--- src/rtl/viterbi_tbck_frame.sv ---
// rtl/viterbi_tbck_frame.sv - frame-based Viterbi traceback with valid/ready on both sides
//
// Collects one survivor-decision vector per trellis step for a full frame,
// traces back from state 0 (terminated) or best_st, then emits the decoded
// bits in forward order as OUT_W-bit words.
//
// Ports:
//   clk, rst    clock, asynchronous active-high reset
//   term_mode   1: trace from state 0, 0: trace from best_st (sampled on last beat)
//   dec_valid   decision vector valid
//   dec_ready   block accepts decision vectors (FILL state)
//   dec_in      survivor decisions, bit s selects the predecessor of state s
//   best_st     lowest-metric state, used on the last beat only
//   out_valid   data_out valid
//   out_ready   sink accepts data_out
//   data_out    decoded word, bit 0 is the earliest bit
//   frame_done  one-cycle pulse after the last word of a frame is accepted
module viterbi_tbck_frame #(
  parameter int K         = 3,
  parameter int FRAME_LEN = 16,
  parameter int OUT_W     = 8
) (
  input  logic                      clk,
  input  logic                      rst,
  input  logic                      term_mode,
  input  logic                      dec_valid,
  output logic                      dec_ready,
  input  logic [(1 << (K-1))-1:0]   dec_in,
  input  logic [K-2:0]              best_st,
  output logic                      out_valid,
  input  logic                      out_ready,
  output logic [OUT_W-1:0]          data_out,
  output logic                      frame_done
);

  localparam int SW = K - 1;
  localparam int NS = 1 << SW;
  localparam int PW = $clog2(FRAME_LEN);
  localparam int NW = FRAME_LEN / OUT_W;
  localparam int WW = (NW > 1) ? $clog2(NW) : 1;

  localparam logic [PW-1:0] LAST_PTR = PW'(FRAME_LEN - 1);
  localparam logic [WW-1:0] LAST_W   = WW'(NW - 1);

  typedef enum logic [1:0] {
    S_FILL  = 2'd0,
    S_TRACE = 2'd1,
    S_OUT   = 2'd2
  } state_t;

  state_t                r_state;
  state_t                w_state_nxt;

  logic [PW-1:0]         r_wr_ptr;
  logic [PW-1:0]         r_tb_ptr;
  logic [SW-1:0]         r_cur_st;
  logic [WW-1:0]         r_w;
  logic [NS-1:0]         r_mem [FRAME_LEN];
  logic [FRAME_LEN-1:0]  r_bits;
  logic                  r_frame_done;

  logic                  w_in_fire;
  logic                  w_last_in;
  logic                  w_tb_last;
  logic                  w_out_fire;
  logic                  w_last_out;
  logic                  w_dec_bit;
  logic [SW-1:0]         w_next_st;
  logic [NW-1:0][OUT_W-1:0] w_words;

  assign w_in_fire  = (r_state == S_FILL) && dec_valid;
  assign w_last_in  = w_in_fire && (r_wr_ptr == LAST_PTR);
  assign w_tb_last  = (r_state == S_TRACE) && (r_tb_ptr == '0);
  assign w_out_fire = (r_state == S_OUT) && out_ready;
  assign w_last_out = w_out_fire && (r_w == LAST_W);

  // Predecessor: shift the state left, the stored decision becomes the new LSB
  // (the oldest input bit). The cast drops the departing MSB.
  assign w_dec_bit = r_mem[r_tb_ptr][r_cur_st];
  assign w_next_st = SW'({r_cur_st, w_dec_bit});

  // Word view of the bit buffer; word 0 holds the earliest bits.
  assign w_words  = r_bits;
  assign data_out = (r_state == S_OUT) ? w_words[r_w] : '0;

  assign frame_done = r_frame_done;

  always_ff @(posedge clk or posedge rst) begin
    if (rst) begin
      r_state <= S_FILL;
    end else begin
      r_state <= w_state_nxt;
    end
  end

  always_comb begin
    w_state_nxt = r_state;
    dec_ready   = 1'b0;
    out_valid   = 1'b0;
    case (r_state)
      S_FILL: begin
        dec_ready = 1'b1;
        if (w_last_in) begin
          w_state_nxt = S_TRACE;
        end
      end
      S_TRACE: begin
        if (w_tb_last) begin
          w_state_nxt = S_OUT;
        end
      end
      S_OUT: begin
        out_valid = 1'b1;
        if (w_last_out) begin
          w_state_nxt = S_FILL;
        end
      end
      default: begin
        w_state_nxt = S_FILL;
      end
    endcase
  end

  always_ff @(posedge clk or posedge rst) begin
    if (rst) begin
      r_wr_ptr     <= '0;
      r_tb_ptr     <= '0;
      r_cur_st     <= '0;
      r_w          <= '0;
      r_bits       <= '0;
      r_frame_done <= 1'b0;
      for (int i = 0; i < FRAME_LEN; i++) begin
        r_mem[i] <= '0;
      end
    end else begin
      r_frame_done <= w_last_out;
      case (r_state)
        S_FILL: begin
          if (w_in_fire) begin
            r_mem[r_wr_ptr] <= dec_in;
            if (w_last_in) begin
              r_wr_ptr <= '0;
              r_tb_ptr <= LAST_PTR;
              r_cur_st <= term_mode ? '0 : best_st;
            end else begin
              r_wr_ptr <= r_wr_ptr + 1'b1;
            end
          end
        end
        S_TRACE: begin
          // The MSB of the state is the input bit decided at this step.
          r_bits[r_tb_ptr] <= r_cur_st[SW-1];
          r_cur_st         <= w_next_st;
          if (w_tb_last) begin
            r_w <= '0;
          end else begin
            r_tb_ptr <= r_tb_ptr - 1'b1;
          end
        end
        S_OUT: begin
          if (w_out_fire) begin
            r_w <= w_last_out ? '0 : r_w + 1'b1;
          end
        end
        default: begin
          r_wr_ptr <= '0;
        end
      endcase
    end
  end

endmodule

--- config.mk ---
export PLATFORM = sky130hd
export DESIGN_NAME = viterbi_tbck_frame
export DESIGN_NICKNAME = d
export VERILOG_FILES = /design/src/rtl/viterbi_tbck_frame.sv
export SDC_FILE = /design/constraint.sdc
export NUM_CORES = 1
export LEC_CHECK = 0
export CAP_MARGIN = 20
export CORE_ASPECT_RATIO = 1.25
export CORE_MARGIN = 2
export CORE_UTILIZATION = 39
export DETAILED_ROUTE_END_ITERATION = 16
export GPL_TIMING_DRIVEN = 0
export PLACE_DENSITY = 0.65
export SYNTH_ARGS = -nofsm -noshare
export SYNTH_HDL_FRONTEND = slang
export SYNTH_SLANG_ARGS = --single-unit
--- constraint.sdc ---
create_clock -name clk -period 3.3 [get_ports clk]
set_input_delay 0.825 -clock clk [delete_from_list [all_inputs] [get_ports clk]]
set_output_delay 0.825 -clock clk [all_outputs]
set_load 0.05 [all_outputs]
==> impl_metrics.tcl <==
set metrics [dict create \
    drt-pass1-iter-count 4 \
    p_seq_share_pct 37.8 \
    finish.utilization_pct 46.7 \
    synth_warnings 0 \
    cp_top_family "buffers and inverters" \
    tightest_slew_ns 0.811 \
    cts_buffers 9 \
    synth_area_sq_um 4710 \
    postSynthAreaPerCell_sq_um 11.9 \
    wl_per_cell_um 16.9 \
    startpoint_type "flop" \
    dp_hpwl_um 7430 \
    worst-setup-path-type "reg2out" \
    synth_nets 421 \
    seq_area_frac_synth_pct 49.9 \
    ant_nets 0 \
    comb_power_share_pct 37.4 \
    grt_pass1_vias 3240 \
    leakagePower_uw 0.00263 \
    stdcell_count 596 \
    place_area_sq_um 5150 \
    hold_buffers 0 \
    synth_edf_count 0 \
    intPower_uw 2740 \
    grt_usage_pct 16.8 \
    grt_max_degree 51 \
    dieArea_sq_um 13000 \
    cp.arrival_ns 1.98 \
    async_flop_share_pct 100 \
    setup_viol 0 \
    cts-htree-levels 3 \
    cts_tree "yes" \
    cp_slowest_stage_delay_ns 0.43 \
    viasPerCell 5.21 \
    vias 3103 \
    antenna_found_initial 0 \
    p_sw_share_pct 35.8 \
    ff2ff_path_depth 8 \
    fin_area_sq_um 5470 \
    cts_root_buf "clkbuf_16" \
    rows 44 \
    crit_buf_inv 3 \
    netlist_instances 397 \
    grt_remaining_overflow 0 \
    cts.path.max_buffers 2 \
    status "finished clean" \
    synth_cell_types 39 \
    area_growth_pct 16.2 \
    max_slew_margin_pct 45.5 \
    cp.depth 5 \
    num-nets-final 454 \
    critPathCaptureType "primary output" \
    grt_pass1_wl_um 16700 \
    clockPowerShare_pct 24.8 \
    synth-seq-cells 94 \
    die_h_um 127 \
    drtIter0Drc 124 \
    skew_ns 0.00900 \
    fin_tns_setup_ns 0 \
    min_period_ns 2.81 \
    num_io_pins 22 \
    critPathRequiredTime_ns 2.47 \
    max-cap-violations 0 \
    drive_gt1_share_pct 23.4 \
    rsz0062_at_grt "false" \
    path_clk_slew_ns 0.07 \
    synth_flop_cell "dfrtp_1" \
    port_buffers 21 \
    hold_class "reg2reg" \
    ir_worst_vdd_mv 0.294 \
    drt-total-wl_um 10100 \
    hold_depth 2 \
    p_switching_uw 1530 \
    crit_chain "inv_1 > ha_1 > clkinv_1 > nor2_1 > dlymetal6s2s_1" \
    diodes 0 \
    max_freq_mhz 356 \
    path_max_fanout 9 \
    initial_core_util_pct 40.2 \
    powerDensity_nw_per_um2 780 \
    cts.sinks 94 \
    final_max_slew_viol_count 0 \
    cpMaxStageDelayCell "dlymetal6s2s_1" \
    fin_crit_sh_pct 85.1 \
    gp_congestion 0.852 \
    layout_commonest_cell "dfrtp_1" \
    die_w_um 102 \
    clk_latency_ns 0.35 \
    finalHoldViolations 0 \
    fp.coreArea_sq_um 11700 \
    layout_common_cells "dfrtp_1 (94), mux2_2 (62), nand2_1 (59)" \
    drc 0 \
    placedCellCount 580 \
]
==> flip-flops by register name, summed over array words and instances, names as in the netlist <==
register and count:
r_mem 64, r_bits 16, r_tb_ptr 4, r_wr_ptr 4, r_cur_st 2, r_state 2
frame_done 1, r_w 1
==> worst paths after layout <==
kind | to | start | slack [ns]
max | data_out[3] | r_state[0] | 0.49
min | r_mem[3] | r_mem[3] | 0.47
max reg2reg | r_state[0] | r_tb_ptr[0] | 0.96
min reg2reg | r_mem[3] | r_mem[3] | 0.47
max in group asynchronous | r_mem[24] | rst | 1.76
min in group asynchronous | r_wr_ptr[3] | rst | 0.89
==> repair_timing <==
item                                    4_1_cts  5_1_grt
resized for setup                             0        8
setup buffers                                 0        0
endpoints found under the setup margin        0        8
==> cells by family (layout without fill, tap and decap cells) <==
group / after synthesis / in the layout / share of synthesized area (%)
mux: 93 / 93 / 25.9
fa+ha+maj: 13 / 13 / 3.45
simple gates: 114 / 114 / 10.8
xor+xnor: 2 / 2 / 0.372
buf+inv: 33 / 71 / 3.19
compound gates: 48 / 48 / 6.35
flops: 94 / 94 / 49.9
==> stage by stage <==
stage                     hold slack (ns)  setup WS [ns]  power, uW
after floorplan                     0.438         0.0263       2820
after global placement              0.453          -1.34       3200
after detailed placement            0.460          0.450       3250
after CTS                           0.477         0.0642       4320
after global routing                0.507          0.314       4540
final                               0.473          0.493       4270
==> power groups by stage <==
stage | Clock [uW] | Combinational (uW) | Sequential (uW)
after floorplan | 0 | 1240 | 1580
after global placement | 0 | 1580 | 1620
after detailed placement | 0 | 1610 | 1630
after CTS | 1090 | 1620 | 1610
after global routing | 1130 | 1760 | 1650
final | 1060 | 1600 | 1610
==> area by class of cell <==
| class | instances | area (sq um) |
|---|---|---|
| fillers | 1094 | 6250 |
| flip-flops and latches | 94 | 2350 |
| multi-input cells | 270 | 2210 |
| repair buffers | 22 | 258 |
| clock buffers | 9 | 225 |
| well taps | 161 | 201 |
| plain buffers | 20 | 101 |
| clock inverters | 7 | 77.6 |
| inverters | 13 | 51.3 |
==> cells in the mapped netlist (2+ instances only) <==
library cell | instances | area (sq um)
a21oi_1 | 7 | 35.0
a22o_1 | 4 | 35.0
a311oi_1 | 3 | 26.3
and3_1 | 3 | 18.8
buf_2 | 5 | 25.0
buf_4 | 3 | 22.5
clkbuf_1 | 10 | 37.5
dfrtp_1 | 94 | 2350
ha_1 | 13 | 163
inv_1 | 12 | 45.0
mux2_2 | 62 | 698
mux2i_1 | 16 | 160
mux4_1 | 6 | 158
mux4_2 | 9 | 203
nand2_1 | 59 | 221
nand2b_1 | 3 | 18.8
nand3_1 | 12 | 60.1
nor2_1 | 19 | 71.3
nor2b_1 | 4 | 25.0
nor3_1 | 7 | 35.0
nor3b_1 | 2 | 15.0
nor3b_2 | 2 | 25.0
o211ai_1 | 2 | 15.0
o21ai_0 | 21 | 105
o22ai_1 | 2 | 12.5
o31ai_1 | 3 | 22.5
xor2_1 | 2 | 17.5
==> worst min-delay path, delay by kind of cell, from the launching register on <==
kind             cells  cell delay (ns)
and+or+nand+nor      2             0.10
DFF                  1             0.34
==> per-layer routing <==
metal / routed length, um / vias to the layer above / track usage, %
li1: - / 1486 / -
met1: 4240 / 1540 / 20.7
met2: 5280 / 60 / 29.3
met3: 328 / 17 / 3.14
met4: 256 / 0 / 5.96
met5: 0 / - / 0
(Power assumes the default switching activity.)
